<file path="config.mk">
export PLATFORM = sky130hd
export DESIGN_NAME = shooter_game_sequencer
export DESIGN_NICKNAME = d
export VERILOG_FILES = /design/src/rtl/shooter_game_sequencer.sv
export SDC_FILE = /design/constraint.sdc
export NUM_CORES = 1
export LEC_CHECK = 0
export CORE_MARGIN = 5
export CORE_UTILIZATION = 47
export DETAILED_ROUTE_END_ITERATION = 8
export PLACE_DENSITY = 0.72
export SLEW_MARGIN = 20
export SYNTH_ARGS = -nofsm -noshare
export SYNTH_HDL_FRONTEND = slang
export SYNTH_SLANG_ARGS = --single-unit
export TNS_END_PERCENT = 1
</file>
<file path="constraint.sdc">
create_clock -name master_clk -period 4.6 [get_ports master_clk]
set_input_delay 1.38 -clock master_clk [delete_from_list [all_inputs] [get_ports master_clk]]
set_output_delay 1.38 -clock master_clk [all_outputs]
set_load 0.01 [all_outputs]
</file>
<file path="src/rtl/shooter_game_sequencer.sv">
// Game sequencer: key edges, player motion, bullet lifecycle, score and win/lose FSM.
// All outputs registered; frame actions land one cycle after frame_tick; no backpressure (inputs are levels).
module shooter_game_sequencer #(
  parameter logic [9:0] X_MIN       = 10'd11,
  parameter logic [9:0] X_MAX       = 10'd610,
  parameter logic [9:0] X_START     = 10'd320,
  parameter logic [8:0] PLAYER_Y    = 9'd450,
  parameter logic [9:0] MOVE_STEP   = 10'd2,
  parameter logic [8:0] BULLET_STEP = 9'd4,
  parameter logic [8:0] Y_TOP       = 9'd11,
  parameter logic [3:0] COOLDOWN    = 4'd8,
  parameter logic [3:0] WIN_HITS    = 4'd3
) (
  input  logic       master_clk,
  input  logic       resetn,
  input  logic       frame_tick,
  input  logic       start,
  input  logic       left,
  input  logic       right,
  input  logic       stop,
  input  logic       shoot,
  input  logic       hit_enemy,
  input  logic       hit_player,
  output logic [9:0] playerXPosition,
  output logic [8:0] playerYPosition,
  output logic [9:0] bulletXPosition,
  output logic [8:0] bulletYPosition,
  output logic       bullet_active,
  output logic [1:0] game_state,
  output logic [3:0] score,
  output logic       win,
  output logic       lose
);

  typedef enum logic [1:0] {
    ST_IDLE = 2'd0,
    ST_PLAY = 2'd1,
    ST_WIN  = 2'd2,
    ST_LOSE = 2'd3
  } state_t;

  typedef enum logic [1:0] {
    DIR_STOP  = 2'd0,
    DIR_LEFT  = 2'd1,
    DIR_RIGHT = 2'd2
  } dir_t;

  state_t      state, state_nxt;
  dir_t        dir, dir_nxt;
  logic        start_q, start_qq, shoot_q, shoot_qq;
  logic        start_rise, shoot_rise;
  logic [9:0]  px, px_nxt, bx, bx_nxt;
  logic [8:0]  py, by, by_nxt;
  logic        bact, bact_nxt;
  logic [3:0]  score_q, score_nxt, cd, cd_nxt;
  logic        fp, fp_nxt;
  logic        hit, fire;
  logic [10:0] px_inc, px_floor;
  logic [9:0]  y_limit;

  // Rise is seen one cycle after the level change reaches the first register.
  assign start_rise = start_q & ~start_qq;
  assign shoot_rise = shoot_q & ~shoot_qq;

  always_comb begin
    state_nxt = state;
    dir_nxt   = dir;
    px_nxt    = px;
    bx_nxt    = bx;
    by_nxt    = by;
    bact_nxt  = bact;
    score_nxt = score_q;
    cd_nxt    = cd;
    fp_nxt    = fp;
    hit       = 1'b0;
    fire      = 1'b0;
    px_inc    = {1'b0, px} + {1'b0, MOVE_STEP};
    px_floor  = {1'b0, X_MIN} + {1'b0, MOVE_STEP};
    y_limit   = {1'b0, Y_TOP} + {1'b0, BULLET_STEP};

    case (state)
      ST_PLAY: begin
        hit  = hit_enemy & bact;
        // bact is the pre-tick value, so a bullet expiring this tick blocks a re-fire.
        fire = frame_tick & fp & ~bact & (cd == 4'd0);

        if (stop)       dir_nxt = DIR_STOP;
        else if (left)  dir_nxt = DIR_LEFT;
        else if (right) dir_nxt = DIR_RIGHT;

        if (hit) begin
          bact_nxt  = 1'b0;
          score_nxt = (score_q == 4'hF) ? score_q : score_q + 4'd1;
        end

        if (frame_tick) begin
          if (dir == DIR_LEFT)
            px_nxt = ({1'b0, px} < px_floor) ? X_MIN : px - MOVE_STEP;
          else if (dir == DIR_RIGHT)
            px_nxt = (px_inc > {1'b0, X_MAX}) ? X_MAX : px_inc[9:0];

          if (!hit && bact) begin
            if ({1'b0, by} < y_limit) bact_nxt = 1'b0;
            else                      by_nxt   = by - BULLET_STEP;
          end

          if (fire) begin
            bx_nxt   = px;
            by_nxt   = PLAYER_Y - 9'd10;
            bact_nxt = 1'b1;
            cd_nxt   = COOLDOWN;
          end else if (cd != 4'd0) begin
            cd_nxt = cd - 4'd1;
          end
        end

        fp_nxt = (fp & ~fire) | shoot_rise;

        if (hit_player)                            state_nxt = ST_LOSE;
        else if (hit && (score_nxt == WIN_HITS))   state_nxt = ST_WIN;

        if (state_nxt != ST_PLAY) fp_nxt = 1'b0;
      end

      default: begin
        if (start_rise) begin
          state_nxt = ST_PLAY;
          px_nxt    = X_START;
          score_nxt = 4'd0;
          bact_nxt  = 1'b0;
          cd_nxt    = 4'd0;
          dir_nxt   = DIR_STOP;
          fp_nxt    = 1'b0;
        end
      end
    endcase
  end

  always_ff @(posedge master_clk or negedge resetn) begin
    if (!resetn) begin
      state    <= ST_IDLE;
      dir      <= DIR_STOP;
      start_q  <= 1'b0;
      start_qq <= 1'b0;
      shoot_q  <= 1'b0;
      shoot_qq <= 1'b0;
      px       <= X_START;
      py       <= PLAYER_Y;
      bx       <= 10'd0;
      by       <= 9'd0;
      bact     <= 1'b0;
      score_q  <= 4'd0;
      cd       <= 4'd0;
      fp       <= 1'b0;
    end else begin
      state    <= state_nxt;
      dir      <= dir_nxt;
      start_q  <= start;
      start_qq <= start_q;
      shoot_q  <= shoot;
      shoot_qq <= shoot_q;
      px       <= px_nxt;
      py       <= PLAYER_Y;
      bx       <= bx_nxt;
      by       <= by_nxt;
      bact     <= bact_nxt;
      score_q  <= score_nxt;
      cd       <= cd_nxt;
      fp       <= fp_nxt;
    end
  end

  assign playerXPosition = px;
  assign playerYPosition = py;
  assign bulletXPosition = bx;
  assign bulletYPosition = by;
  assign bullet_active   = bact;
  assign game_state      = state;
  assign score           = score_q;
  assign win             = (state == ST_WIN);
  assign lose            = (state == ST_LOSE);

endmodule

</file>
==> flow_summary.ini, run 1 <==
[placed_design]
port_buffers = 45
place_hpwl_um = 4810
gp_congestion = 0.926
dp_cells = 436

[timing]
setup_tns_ns = 0
period_minus_slack_ns = 3.19
final.period_utilization = 0.693
fmax_ghz = 0.314
slew_headroom = 0.407
hold_viol = 0
setup_viol = 0
rsz0062_at_grt = false
fin_skew_ns = 0.0111
worstMarginPinSlew_ns = 0.887
slew_violations = 0

[setup_path]
cp-startpoint = playerXPosition[3]$_DFFE_PN0P_
cp_max_fo = 22
rr_worst_depth = 8
regToRegStartpoint = playerXPosition[1]$_DFFE_PN0P_
crit_family = flip-flops
cp-endpoint = playerXPosition[3]
cp_slowest_cell = dfrtp_1
path_depth = 1
end_kind = output port
path_cells = clkdlybuf4s50_1
crit_arrival_ns = 1.81
r2r_end = playerXPosition[7]$_DFFE_PN0P_
cp_slowest_stage_delay_ns = 0.83
critPathKind = flop to output port
cp.required_ns = 3.22
critPathLaunchType = flop
reg2reg_slack_ns = 1.82
crit_buf_inv = 1

[floorplan]
dieArea_um2 = 7690
top_level_ports = 57
coreArea_um2 = 5890
die_w_um = 87.7
rows = 28
die_height_um = 87.7
start_util = 0.482

[global_route]
grt-ovfl-total = 0
grt_use_total = 0.192
antenna_found_initial = 0
grt_max_degree = 46
grt_pass1_vias = 2464
grt_first_pass_wirelength_um = 11800

[clock_network]
clock-sinks = 45
clkLatencyLatePin_ns = 0.31
postCtsHoldBufs = 0
cts_root_buffer = clkbuf_8
clkTransAtPathRegs_ns = 0.09
cts_resized = 0
post_cts_buffers = 0
cts_buffers = 5
htreeDepth = 2
clockBufferDepth = 2
cts_tree = built

[logic_synthesis]
ys_seq_area_frac = 0.398
avgSynthCellArea_um2 = 8.44
synth_warnings = 0
synth_edf_count = 0
ys_async_sr_fraction = 1.00
synth_cell_types = 55
netlist_area_um2 = 2840
syn_inst = 336
synth_seq_cells = 45
synthFlopType = dfrtp_1

[power]
powerDensity_nw_per_um2 = 490
cellLeakagePower_nw = 1.44
vdd_drop_max_v = 0.000278

[route]
via_per_inst = 5.64
routedWlPerCell_um = 15.4
drc = 0
drtAntennaViolNets = 0
drt_iter0_drc = 244
routed_wl_um = 6850
dr.pass1.iters = 4
via_count = 2505

[worst_hold_path]
hold_path.class = flop to flop
hp-start = shoot_q$_DFF_PN0_
hold-path-cell-count = 0

[layout]
area_delta_synth_final_pct = 17.4
fin_nets = 384
antenna_cells = 0
layout-drive-gt1-share = 0.0569
stdcell_count = 444

[outcome]
run_status = finished clean

[run]
drv_cap = 0
==> flip-flops by register name, indices dropped and copies added, names as in the netlist <==
signal / count
cd: 4
shoot_q: 1
playerXPosition: 10
shoot_qq: 1
game_state: 2
score: 4
bulletYPosition: 7
fp: 1
start_qq: 1
dir: 2
bulletXPosition: 10
bullet_active: 1
start_q: 1
==> cell usage in the layout (no fill, tap or decap), types with 8 or more instances in the layout <==
cell type	synthesis	routed
nand2_1	61	61
nor2_1	24	24
nor3_1	11	11
conb_1	2	11
clkdlybuf4s50_1	0	44
dfrtp_1	43	43
inv_1	15	15
o21ai_0	25	25
a21oi_1	14	14
nand3_1	8	8
==> cell type report <==
class | instances | area, um2
Timing Repair Buffer | 45 | 448
Clock inverter | 3 | 43.8
Sequential cell | 45 | 1130
Inverter | 15 | 56.3
Fill cell | 564 | 2560
Tap cell | 75 | 93.8
Clock buffer | 5 | 68.8
Multi-Input combinational cell | 256 | 1490
==> synth_stat cells, types with 2 or more instances <==
cell,count,share of area
ha_1,6,0.026
xor2_1,6,0.019
a211oi_1,4,0.011
buf_4,15,0.040
and4_1,2,0.0062
a31oi_1,7,0.015
o21bai_1,2,0.0053
o31ai_1,5,0.013
nor2_1,24,0.032
buf_2,5,0.0088
nor4_1,3,0.0066
o2bb2ai_1,2,0.0062
a21o_1,4,0.011
dfrtp_1,43,0.38
or3_1,3,0.0066
a32o_1,2,0.0071
dfstp_2,2,0.019
nand2b_1,5,0.011
inv_1,15,0.020
a31o_2,3,0.0093
buf_6,3,0.012
and2_1,2,0.0044
a21oi_1,14,0.025
o21ai_1,2,0.0035
and4b_1,2,0.0071
o21ai_0,25,0.044
conb_1,2,0.0026
or2_2,2,0.0044
nor3_1,11,0.019
clkbuf_1,5,0.0066
a22oi_1,3,0.0079
nor3b_1,2,0.0053
nand3_1,8,0.014
nor2b_1,5,0.011
and3_1,2,0.0044
o22ai_1,3,0.0066
nand2_1,61,0.081
xnor2_1,6,0.019
nand4_1,4,0.0088
==> cell families after synthesis <==
kind of cell             after synthesis  synth area share
AND/OR/NAND/NOR                      141             0.243
AO/OA/AOI/OAI                         85             0.200
flip-flops                            45             0.398
buffers and inverters                 44            0.0887
XOR/XNOR                              12            0.0371
adder cells (fa/ha/maj)                6            0.0265
other                                  2           0.00265
multiplexers                           1           0.00397
==> through the flow <==
step / util / cell area, um2 / setup slack (ns) / power, W / hold slack [ns]
global placement: 0.546 / 3210 / 1.37 / 0.00132 / 0.359
CTS: 0.565 / 3330 / 1.44 / 0.00164 / 0.384
detailed placement: 0.546 / 3210 / 1.34 / 0.00132 / 0.365
floorplan: - / 2870 / 2.09 / 0.00109 / 0.354
global route: 0.566 / 3330 / 1.30 / 0.00176 / 0.399
finish: 0.566 / 3330 / 1.41 / 0.00163 / 0.380
==> worst min path at each step <==
stage / to / slack (ns)
final: shoot_qq$_DFF_PN0_ / 0.38
after global routing: shoot_qq$_DFF_PN0_ / 0.40
after CTS: shoot_qq$_DFF_PN0_ / 0.38
after detailed placement: shoot_qq$_DFF_PN0_ / 0.36
after global placement: shoot_qq$_DFF_PN0_ / 0.36
after floorplan: shoot_qq$_DFF_PN0_ / 0.35
==> power by group <==
part | leakage [nW] | switching, W | total (W) | internal [W]
clock | 0.0585 | 0.000143 | 0.000306 | 0.000163
combinational | 0.803 | 0.000342 | 0.000663 | 0.000322
sequential | 0.579 | 0.000171 | 0.000662 | 0.000491
==> per-layer routing <==
metal  track usage  up-vias  wire length [um]
met5             0        -                 0
met4        0.0586        0                65
met2         0.299       74              3210
met3        0.0405        8               418
li1              -     1221                 -
met1         0.269     1202              3150
Note: power is estimated with default switching activity, not from simulation.
==> inputs of run 2 (changes only) <==
- PLACE_DENSITY: 0.72 -> 0.75
- clock period: 4.6 -> 2.75 ns (I/O delays scaled with it)
==> run 2 against run 1 <==
Net effect:
- final cell count increased by 3.6%
- sequential power increased by 54%
- critical path depth unchanged
- global-route usage increased by 0.42 points
- register-to-register slack got worse by 1.5 ns
- flip-flop and latch count unchanged
- power increased by 73%
- worst hold slack improved by 0.011 ns
- largest cell class unchanged
- largest power group unchanged
- highest routed layer unchanged
==> flow_summary.ini, run 2 (same netlist as run 1, synthesis figures left out) <==
[floorplan]
dieArea_um2 = 7690
rows = 28
top_level_ports = 57
die_w_um = 87.7
coreArea_um2 = 5890
die_height_um = 87.7
start_util = 0.482

[layout]
antenna_cells = 0
fin_area_um2 = 3450
fin_nets = 400
area_delta_synth_final_pct = 21.7
layout-drive-gt1-share = 0.0935
final_cell_mix = nand2_1 (61), clkdlybuf4s50_1 (44), dfrtp_1 (43), o21ai_0 (25), nor2_1 (24)
final_common_cell = nand2_1

[power]
cellLeakagePower_nw = 1.52
seqPwrFrac = 0.364
finalPower_w = 0.00282
powerDensity_nw_per_um2 = 817
vdd_drop_max_v = 0.000436
pwr-share-clk = 0.184
power_switching_w = 0.00109
combPwrFrac = 0.453
p_sw_frac = 0.387
cell_internal_pwr_w = 0.00173

[setup_path]
crit_arrival_ns = 1.61
cp-startpoint = playerXPosition[9]$_DFFE_PN0P_
cp_slowest_stage_delay_ns = 0.67
regToRegStartpoint = playerXPosition[1]$_DFFE_PN0P_
path_depth = 1
reg2reg_slack_ns = 0.37
path_cells = clkdlybuf4s50_1
critPathKind = flop to output port
crit_family = flip-flops
end_kind = output port
cp_slowest_cell = dfrtp_1
crit_buf_inv = 1
cp.required_ns = 1.93
critPathLaunchType = flop
rr_worst_depth = 8
cp_max_fo = 9

[timing]
slew_violations = 0
holdWs_ns = 0.391
worstMarginPinSlew_ns = 0.603
setup_tns_ns = 0
slew_headroom = 0.598
fin_skew_ns = 0.00399
period_minus_slack_ns = 2.43
setup_viol = 0
hold_viol = 0
fmax_ghz = 0.411
final.period_utilization = 0.884
rsz0062_at_grt = false

[clock_network]
cts_resized = 0
htreeDepth = 2
clkLatencyLatePin_ns = 0.30
clkTransAtPathRegs_ns = 0.08
post_cts_buffers = 0
cts_buffers = 5
postCtsHoldBufs = 0
cts_root_buffer = clkbuf_8
cts_tree = built
clockBufferDepth = 2
clock-sinks = 45

[run]
drv_cap = 0

[route]
drtAntennaViolNets = 0
dr.pass1.iters = 4
routedWlPerCell_um = 15.2
drc = 0
drt_iter0_drc = 235
routed_wl_um = 7000
via_per_inst = 5.56
via_count = 2556

[global_route]
grt_first_pass_wirelength_um = 12000
grt_pass1_vias = 2467
grt_use_total = 0.197
grt-ovfl-total = 0
antenna_found_initial = 0
grt_max_degree = 26

[worst_hold_path]
hold-path-cell-count = 0
hp-start = shoot_q$_DFF_PN0_
hold_path.class = flop to flop

[outcome]
run_status = finished clean

[placed_design]
place_hpwl_um = 5310
port_buffers = 45
gp_congestion = 0.924
placed_area_um2 = 3330
-- run 2: cell count changes in the layout (fill, tap and decap cells not counted) --
cell,delta
buf_4,+15
buf_2,+1
clkbuf_1,+1
clkbuf_8,+1
clkinv_2,-1
inv_6,-1
-- run 2: metal layers --
| metal | GRT usage | wire (um) | vias up |
|---|---|---|---|
| met4 | 0.0656 | 140 | 0 |
| met1 | 0.273 | 3200 | 1197 |
| met5 | 0 | 0 | - |
| met2 | 0.308 | 3210 | 98 |
| met3 | 0.0395 | 442 | 13 |
| li1 | - | - | 1248 |
-- run 2: metrics by stage --
stage / setup WS [ns] / util / cells
after floorplan: 0.615 / - / 345
after CTS: 0.328 / 0.586 / 460
after detailed placement: 0.198 / 0.567 / 452
final: 0.319 / 0.586 / 460
after global placement: 0.241 / 0.567 / 452
after global routing: 0.203 / 0.586 / 460
-- run 2: path summary, 6_finish.rpt --
| path | end |
|---|---|
| min | shoot_qq$_DFF_PN0_ |
| max in group asynchronous | dir[1]$_DFFE_PN0P_ |
| max reg2reg | playerXPosition[7]$_DFFE_PN0P_ |
| min in group asynchronous | start_qq$_DFF_PN0_ |
| max | playerXPosition[9] |
| min reg2reg | shoot_qq$_DFF_PN0_ |
-- run 2: power by group through the flow --
stage	clock (W)	combinational, W	sequential, W
detailed placement	0	0.00127	0.00103
global placement	0	0.00126	0.00103
floorplan	0	0.000811	0.00101
finish	0.000518	0.00128	0.00102
global route	0.000557	0.00142	0.00105
CTS	0.000523	0.00128	0.00102
-- run 2: layout make-up --
class | count | area, um2
clock buffers | 7 | 86.3
fillers | 507 | 2430
multi-input cells | 256 | 1490
flip-flops and latches | 45 | 1130
inverters | 15 | 56.3
repair buffers | 61 | 566
clock inverters | 1 | 30.0
well taps | 75 | 93.8
==> inputs of run 3 (changes only) <==
- ABC_AREA: not set -> 1
- CORE_UTILIZATION: 47 -> 46
- CTS_BUF_LIST: not set -> sky130_fd_sc_hd__clkbuf_16
- PLACE_DENSITY: 0.75 -> 0.74
==> run 3 against run 2 <==
Net effect:
- area after synthesis down 7.4%
- largest cell class unchanged
- cell area decreased by 4.5%
- critical endpoint is now bulletYPosition[8]$_DFFE_PN0P_
- count of clock-buffer cells in the layout is 2 lower
==> flow_summary.ini, run 3 <==
[global_route]
grt_use_total = 0.173
grt_pass1_vias = 2147
grt-ovfl-total = 0
antenna_found_initial = 0
grt_first_pass_wirelength_um = 10100
grt_max_degree = 24

[timing]
fin_skew_ns = 0.00466
slew_violations = 0
rsz0062_at_grt = false
worstMarginPinSlew_ns = 0.549
fmax_ghz = 0.420
setup_viol = 0
final.period_utilization = 0.866
slew_headroom = 0.633
hold_viol = 0
period_minus_slack_ns = 2.38
setup_tns_ns = 0

[floorplan]
rows = 27
die_height_um = 85.6
die_w_um = 85.6
coreArea_um2 = 5540
top_level_ports = 57
start_util = 0.474
dieArea_um2 = 7320

[route]
via_per_inst = 5.26
dr.pass1.iters = 5
via_count = 2418
routed_wl_um = 6070
drc = 0
drtAntennaViolNets = 0
routedWlPerCell_um = 13.2
drt_iter0_drc = 170

[run]
drv_cap = 0

[layout]
antenna_cells = 0
final_util = 0.595
fill_cells = 508
ff_latch_area_um2 = 1130
fin_nets = 403
area_delta_synth_final_pct = 25.5
final_common_cell = nand2_1
multi_input_area_um2 = 1240
final_cell_mix = nand2_1 (75), inv_1 (46), clkdlybuf4s50_1 (44), dfrtp_1 (43), nand3_1 (27)
layout-drive-gt1-share = 0.0825

[logic_synthesis]
avgSynthCellArea_um2 = 7.77
synth_warnings = 0
synthFlopType = dfrtp_1
synth_cell_types = 39
synthAdderAreaFrac = 0.0286
synth_compound_area_frac = 0.124
ys_async_sr_fraction = 1.00
ys_seq_area_frac = 0.430
synth_top_family_by_area = simple AND/OR/NAND/NOR gates
syn_inst = 338
yosysTopAreaCellShare = 0.410
synth.area.top_cells = dfrtp_1 (41%), nand2_1 (11%), inv_1 (6.4%)
muxShareOfSynthArea = 0
synth_seq_cells = 45
synthMostInstantiatedCell = nand2_1
synth_common_cells = nand2_1 (75), inv_1 (45), dfrtp_1 (43)
synth_edf_count = 0
netlist_area_um2 = 2630
synthSimpleGateAreaFrac = 0.274
synth-xor-area-share = 0.0295
synth_area_leader_cell = dfrtp_1

[clock_network]
clockBufferDepth = 2
postCtsHoldBufs = 0
cts_resized = 0
post_cts_buffers = 0
clkTransAtPathRegs_ns = 0.06
clkLatencyLatePin_ns = 0.29
cts_buffers = 5
clock-sinks = 45
cts_tree = built
htreeDepth = 2
cts_root_buffer = clkbuf_16

[placed_design]
place_hpwl_um = 4650
gp_congestion = 0.919
port_buffers = 45

[outcome]
run_status = finished clean

[worst_hold_path]
hold_path.class = flop to flop
hold-path-cell-count = 0

[power]
combPwrFrac = 0.476
cellLeakagePower_nw = 1.58
p_sw_frac = 0.411
cell_internal_pwr_w = 0.00201
powerDensity_nw_per_um2 = 1030
pwr-share-clk = 0.197
vdd_drop_max_v = 0.000534
seqPwrFrac = 0.327
power_switching_w = 0.00140

[setup_path]
critPathLaunchType = input port
end_kind = flop
rr_worst_depth = 11
cp_max_fo = 5
crit_arrival_ns = 2.54
cp.required_ns = 2.91
critPathKind = input port to flop
-- run 3: cell families (layout without fill, tap and decap cells) --
kind of cell / Yosys count / in the layout
buffers and inverters: 64 / 105
XOR/XNOR: 8 / 8
AO/OA/AOI/OAI: 57 / 57
flip-flops: 45 / 45
AND/OR/NAND/NOR: 156 / 156
other: 2 / 11
adder cells (fa/ha/maj): 6 / 6
-- run 3: layout make-up --
| class | count | share of cell area |
|---|---|---|
| repair buffers | 49 | 0.148 |
| clock inverters | 3 | 0.0129 |
| inverters | 48 | 0.0547 |
| well taps | 72 | 0.0273 |
| flip-flops and latches | 45 | 0.342 |
| clock buffers | 5 | 0.0380 |
| multi-input cells | 238 | 0.377 |
-- run 3: stage by stage --
stage               total power (W)  area [um2]  instances  worst slack, ns  hold WS, ns
detailed placement          0.00273        3130        452           0.0869        0.366
finish                      0.00341        3300        460            0.368        0.375
global route                0.00367        3300        460            0.137        0.395
CTS                         0.00342        3300        460            0.367        0.378
floorplan                   0.00207        2660        347            0.844        0.354
global placement            0.00270        3130        452            0.181        0.359
-- run 3: critical path, stage by stage --
cell and delay [ns]:
clkdlybuf4s50_1 0.53, nand3_1 0.12, nor2_1 0.18, inv_1 0.11
nand2_1 0.09, nand2_1 0.11, nor3_1 0.22, nand2_1 0.13
o21ai_0 0.16, nand2_1 0.06
-- run 3: per-layer routing --
layer,up-vias,part of all wire,global-route usage
met5,-,0,0
met4,0,0.018,0.0604
met3,14,0.062,0.0384
met2,73,0.45,0.269
met1,1151,0.47,0.238
li1,1180,-,-
-- run 3: power by group through the flow --
stage | registers [W] | clock network, W | logic, W
after floorplan | 0.00114 | 0 | 0.000938
after global placement | 0.00112 | 0 | 0.00158
after detailed placement | 0.00112 | 0 | 0.00161
after CTS | 0.00111 | 0.000682 | 0.00162
after global routing | 0.00115 | 0.000708 | 0.00181
final | 0.00111 | 0.000670 | 0.00162
-- run 3: path summary, 6_finish.rpt --
check                                               start                              to  slack (ns)
setup / recovery                               frame_tick  bulletYPosition[8]$_DFFE_PN0P_        0.37
hold / removal                          start_q$_DFF_PN0_              start_qq$_DFF_PN0_        0.38
setup reg to reg           playerXPosition[1]$_DFFE_PN0P_  playerXPosition[5]$_DFFE_PN0P_        0.58
hold reg to reg                         start_q$_DFF_PN0_              start_qq$_DFF_PN0_        0.38
max in group asynchronous                          resetn  playerXPosition[6]$_DFFE_PN1P_        1.66
min in group asynchronous                          resetn            score[0]$_DFFE_PN0P_        0.51
==> RTL edit 1: new RTL, settings of run 3 <==
The 3 values of `dir_t` get a one-hot encoding in 3 bits.
--- a/src/rtl/shooter_game_sequencer.sv
+++ b/src/rtl/shooter_game_sequencer.sv
@@ -41,6 +41,6 @@
 
-  typedef enum logic [1:0] {
-    DIR_STOP  = 2'd0,
-    DIR_LEFT  = 2'd1,
-    DIR_RIGHT = 2'd2
+  typedef enum logic [2:0] {
+    DIR_STOP  = 3'b001,
+    DIR_LEFT  = 3'b010,
+    DIR_RIGHT = 3'b100
   } dir_t;
Check against the original RTL: same outputs for any inputs over 10 cycles, from zero or initial values and one cycle with resetn low; not proved beyond that.
==> RTL edit 1 against run 3 <==
- register-to-register slack gained 0.14 ns
- critical path depth is the same
- highest routed layer unchanged
- via count grew 0.66%
- area after synthesis rose by 2.0%
- power is 1.8% lower
- worst setup slack better by 0.055 ns
- count of clock-buffer cells in the layout unchanged
- wire length is 8.3% higher
- cell area rose by 0.30%
- die area up 1.8%
- sequential cell count grew 1
==> RTL edit 1: results (changes against run 3) <==
{| class="wikitable"
! Metric !! Value
|-
| Critical Setup Path Class || input port to register (unchanged)
|-
| Ranking of synthesized cells by area || dfrtp_1, nand2_1, nand3_1 (was dfrtp_1, nand2_1, inv_1)
|-
| Post-detailed-placement half-perimeter wirelength || 4858 µm (was 4645 µm)
|-
| Via count normalized by instance count || 5.212 (was 5.257)
|-
| Number of buffers added for setup after CTS || 0 (unchanged)
|-
| Number of cells on the worst reg-to-reg path || 10 (was 11)
|-
| Number of nets in the final layout || 409 (was 403)
|-
| Fraction of synthesized cell area taken by the top area cell type || 0.4015 (was 0.4097)
|-
| Clock Pin Slew Worst Setup and Hold Paths || 0.06 ns (about the same)
|-
| Placer's final routability congestion estimate || 0.8771 (was 0.9189)
|-
| Distinct cell type count after synthesis || 35 (was 39)
|-
| Net Switching || 1.442 mW (was 1.400 mW)
|-
| Number of detailed-routing iterations run before antenna repair || 4 (was 5)
|-
| Layout fillers || 513 (was 508)
|-
| Largest fanout on the critical path || 4 (was 5)
|-
| Global-route usage over all layers || 0.1865 (was 0.1730)
|-
| Leading post-synthesis cells by instance count || nand2_1, dfrtp_1, inv_1 (was nand2_1, inv_1, dfrtp_1)
|-
| Share of cells above drive strength 1 || 0.1241 (was 0.08247)
|-
| Run status || finished, final reports clean (unchanged)
|-
| Largest net degree at the start of global routing || 47 (was 24)
|-
| Setup slack on the worst flop-to-flop path || 0.72 ns (was 0.58 ns)
|-
| Via count of the first global-routing pass || 2381 (was 2147)
|-
| Sequential element share of the synthesized area || 0.4309 (was 0.4297)
|-
| Total routed wirelength || 6572 µm (was 6068 µm)
|-
| Leakage power || 1.535 nW (was 1.575 nW)
|-
| Critical path capture point || bulletYPosition[7] (was bulletYPosition[8])
|-
| Number of design-rule violations left by the first detailed-router iteration || 141 (was 170)
|}
-- RTL edit 1: cell count changes after synthesis, sizes merged, moves of 2 or more --
| cell | change |
|---|---|
| nor2 | +3 |
| a22oi | -2 |
| a21oi | +3 |
| o21ai | +14 |
| a31oi | +2 |
| o211ai | -2 |
| nand3 | +4 |
| clkbuf | -2 |
| nand2 | -14 |
| inv | +5 |
-- RTL edit 1: cells by family (layout without fill, tap and decap cells) --
| group | count (synthesis) | in the layout | synth area share |
|---|---|---|---|
| mux | 1 | 1 | 0.004201 |
| xor+xnor | 7 | 7 | 0.02288 |
| flops | 46 | 46 | 0.4309 |
| other cells | 2 | 11 | 0.002802 |
| buf+inv | 67 | 108 | 0.1120 |
| compound gates | 70 | 70 | 0.1503 |
| fa+ha+maj | 5 | 5 | 0.02334 |
| simple gates | 147 | 147 | 0.2535 |
-- RTL edit 1: power groups by stage --
| stage | registers [mW] | logic, mW | clock network, mW |
|---|---|---|---|
| after floorplan | 1.14 | 0.985 | 0 |
| after global placement | 1.11 | 1.61 | 0 |
| after detailed placement | 1.12 | 1.64 | 0 |
| after CTS | 1.11 | 1.65 | 0.588 |
| after global routing | 1.15 | 1.85 | 0.614 |
| final | 1.11 | 1.65 | 0.576 |
-- RTL edit 1: routing by layer --
| metal | wire length (µm) | up-vias | global-route usage |
|---|---|---|---|
| met5 | 0 | - | 0 |
| met4 | 65 | 0 | 0.05241 |
| met3 | 405 | 7 | 0.03707 |
| met1 | 3142 | 1127 | 0.2616 |
| met2 | 2958 | 85 | 0.2928 |
| li1 | - | 1215 | - |
-- RTL edit 1: how the worst min path moves through the flow --
stage / startpoint / slack [ns] / cells past startpoint / endpoint
finish: start_q / 0.38 / 0 / start_qq
global route: start_q / 0.38 / 0 / start_qq
CTS: start_q / 0.38 / 0 / start_qq
detailed placement: shoot_q / 0.36 / 0 / shoot_qq
global placement: start_q / 0.36 / 0 / start_qq
floorplan: start_q / 0.35 / 0 / start_qq
-- RTL edit 1: area by class of cell --
type	count	share of cell area
clock inverter	3	0.004164
multi-input combinational	241	0.3808
sequential	46	0.3494
clock buffer	5	0.03785
timing repair buffer	48	0.1416
inverter	52	0.05905
tap	72	0.02725
-- RTL edit 1: critical path: cells and delay by family --
kind | cells | cell delay (ns)
simple gates | 7 | 0.90
buf+inv | 1 | 0.53
compound gates | 2 | 0.22
-- RTL edit 1: metrics by stage --
stage               utilization  total power [mW]  setup slack (ns)  cell area (µm²)  instances
floorplan                     -             2.128            0.9203             2714        354
global placement         0.5681             2.728            0.2930             3167        459
detailed placement       0.5681             2.758            0.1603             3167        459
CTS                      0.5930             3.350            0.4467             3306        467
global route             0.5930             3.615            0.3106             3306        467
finish                   0.5930             3.343            0.4236             3306        467
==> RTL edit 2: new RTL, flow settings as in run 3 <==
Made on the original files. Change the parameter `X_MAX` from 10'd610 to 10'd305.
--- a/src/rtl/shooter_game_sequencer.sv
+++ b/src/rtl/shooter_game_sequencer.sv
@@ -4,3 +4,3 @@
   parameter logic [9:0] X_MIN       = 10'd11,
-  parameter logic [9:0] X_MAX       = 10'd610,
+  parameter logic [9:0] X_MAX       = 10'd305,
   parameter logic [9:0] X_START     = 10'd320,
Check against the original RTL: not equivalent (a bounded check fails within 10 cycles, from zero or initial values and one cycle with resetn low).
==> RTL edit 2 against run 3 <==
- sequential power shrank 6%
- global-route usage decreased by 0.46 points
- via count shrank 3.0%
- area after synthesis up 3.7%
- wire length down 1.9%
- power is 8.8% lower
- sequential cell count unchanged
- cell area up 1.2%
- worst setup slack better by 0.066 ns
==> RTL edit 2: results (changes against run 3) <==
{| class="wikitable"
! Metric !! Value
|-
| Global-route wire length before repair || 10350 µm (was 10140 µm)
|-
| Run status || finished, final reports clean (unchanged)
|-
| Distinct cell type count after synthesis || 37 (was 39)
|-
| Count of buffers inserted at the top-level ports || 45 (unchanged)
|-
| Worst hold stages || 0 (unchanged)
|-
| Placer's final routability congestion estimate || 0.9436 (was 0.9189)
|-
| Instance count of the mapped netlist || 352 (was 338)
|-
| Largest net degree at the start of global routing || 29 (was 24)
|-
| Clock Pin Slew Worst Setup and Hold Paths || 0.06 ns (about the same)
|-
| Number of cells on the worst reg-to-reg path || 12 (was 11)
|-
| Fraction of registers with async set/reset || 1.000 (unchanged)
|-
| Longest Clk Path Bufs || 2 (unchanged)
|-
| Post-detailed-placement half-perimeter wirelength || 4574 µm (was 4645 µm)
|-
| Number of buffers inserted during clock tree synthesis || 5 (unchanged)
|-
| Arrival time reported for the critical path endpoint || 1.49 ns (was 2.54 ns)
|-
| Number of buffers added for setup after CTS || 0 (unchanged)
|-
| Class of the tightest hold or removal check || register to register (unchanged)
|-
| Number of diodes || 0 (unchanged)
|-
| Number of detailed-routing iterations run before antenna repair || 4 (was 5)
|-
| Leakage power || 1.584 nW (was 1.575 nW)
|-
| Vias || 2346 (was 2418)
|-
| Post-Place Cells || 465 (was 452)
|-
| Share of cells above drive strength 1 || 0.07538 (was 0.08247)
|-
| Number of setup violations in the final report || 0 (unchanged)
|-
| Number of nets in the final layout || 414 (was 403)
|-
| Via count normalized by instance count || 4.960 (was 5.257)
|-
| Total routed wirelength || 5954 µm (was 6068 µm)
|-
| Ranking of synthesized cells by area || dfrtp_1, nand2_1, inv_1 (unchanged)
|-
| Worst-skew pair later-pin latency || between 0.2 and 0.3 ns
|-
| Worst-case headroom to the max-slew limit || 0.5899 (was 0.6334)
|-
| Global-route usage over all layers || 0.1684 (was 0.1730)
|-
| Final Hold Viols || 0 (unchanged)
|-
| Leading post-synthesis cells by instance count || nand2_1, inv_1, dfrtp_1 (unchanged)
|-
| Final clock skew || 0.008124 ns (was 0.004657 ns)
|-
| VDD IR-drop max || 0.0004206 V (was 0.0005337 V)
|-
| Number of gates resized after cts || 0 (unchanged)
|-
| Number of design-rule violations left by the first detailed-router iteration || 121 (was 170)
|-
| Largest fanout on the critical path || 6 (was 5)
|-
| Yosys warning count || 0 (unchanged)
|-
| Via count of the first global-routing pass || 2357 (was 2147)
|-
| Number of antenna violations at the first check in global routing || 0 (unchanged)
|-
| Clock root cell || clkbuf_16 (unchanged)
|-
| Sequential element share of the synthesized area || 0.4143 (was 0.4297)
|-
| Number of H-tree levels || 2 (unchanged)
|-
| Commonest non-fill, non-tap cell in the layout || nand2_1 (unchanged)
|}
-- RTL edit 2: cell types whose count changed in the layout (fill, tap and decap cells not counted), sizes merged, moves of 3 or more --
cell / delta
nand2: +11
nor3: -5
a21oi: +3
xor2: +4
nand3: -6
inv: +5
-- RTL edit 2: path summary, 6_finish.rpt --
check / start / end / slack, ns
hold reg to reg: start_q / start_qq / 0.38
setup / recovery: game_state[1] / win / 0.43
min in group asynchronous: resetn / score[1] / 0.55
setup reg to reg: playerXPosition[1] / playerXPosition[4] / 0.77
max in group asynchronous: resetn / playerXPosition[6] / 1.54
hold / removal: start_q / start_qq / 0.38
-- RTL edit 2: area by class of cell --
cell class              count  area [µm²]
fillers                   525        2515
clock inverters             3       41.29
clock buffers               5       125.1
repair buffers             47       460.4
inverters                  53       198.9
well taps                  75       93.84
multi-input cells         245        1287
flip-flops and latches     45        1129
-- RTL edit 2: power breakdown --
group	internal, mW	leakage [nW]	switching (mW)	total [mW]
combinational	0.592	0.940	0.810	1.40
clock	0.425	0.0775	0.240	0.666
sequential	0.837	0.567	0.202	1.04
total	1.85	1.58	1.25	3.11
-- RTL edit 2: stage by stage --
| step | hold slack [ns] | instance area, µm² | setup slack [ns] | utilization |
|---|---|---|---|---|
| after floorplan | 0.3537 | 2758 | 1.002 | - |
| after global placement | 0.3630 | 3169 | 0.3209 | 0.5417 |
| after detailed placement | 0.3677 | 3169 | 0.2193 | 0.5417 |
| after CTS | 0.3823 | 3336 | 0.4068 | 0.5701 |
| after global routing | 0.3869 | 3336 | 0.3849 | 0.5701 |
| final | 0.3767 | 3336 | 0.4341 | 0.5701 |
-- RTL edit 2: routing by layer --
metal / global-route usage / vias up / routed length, µm
met3: 0.03974 / 6 / 294
li1: - / 1196 / -
met2: 0.2857 / 58 / 2862
met5: 0 / - / 0
met1: 0.2179 / 1086 / 2732
met4: 0.03683 / 0 / 65
-- RTL edit 2: critical path, stage by stage, from the launching register on --
cell and delay (ns):
dfrtp_1 0.52, inv_1 0.07, nor2_1 0.09, clkdlybuf4s50_1 0.54
-- RTL edit 2: cells by family (layout without fill, tap and decap cells) --
family	count (synthesis)	after routing	share of synthesized area
and+or+nand+nor	157	157	0.2664
buffers and inverters	71	108	0.1254
AOI/OAI and AO/OA	59	59	0.1236
DFF	45	45	0.4143
xor gates and xnor gates	11	11	0.03537
adders and majority gates	7	7	0.03215
other	2	11	0.002757
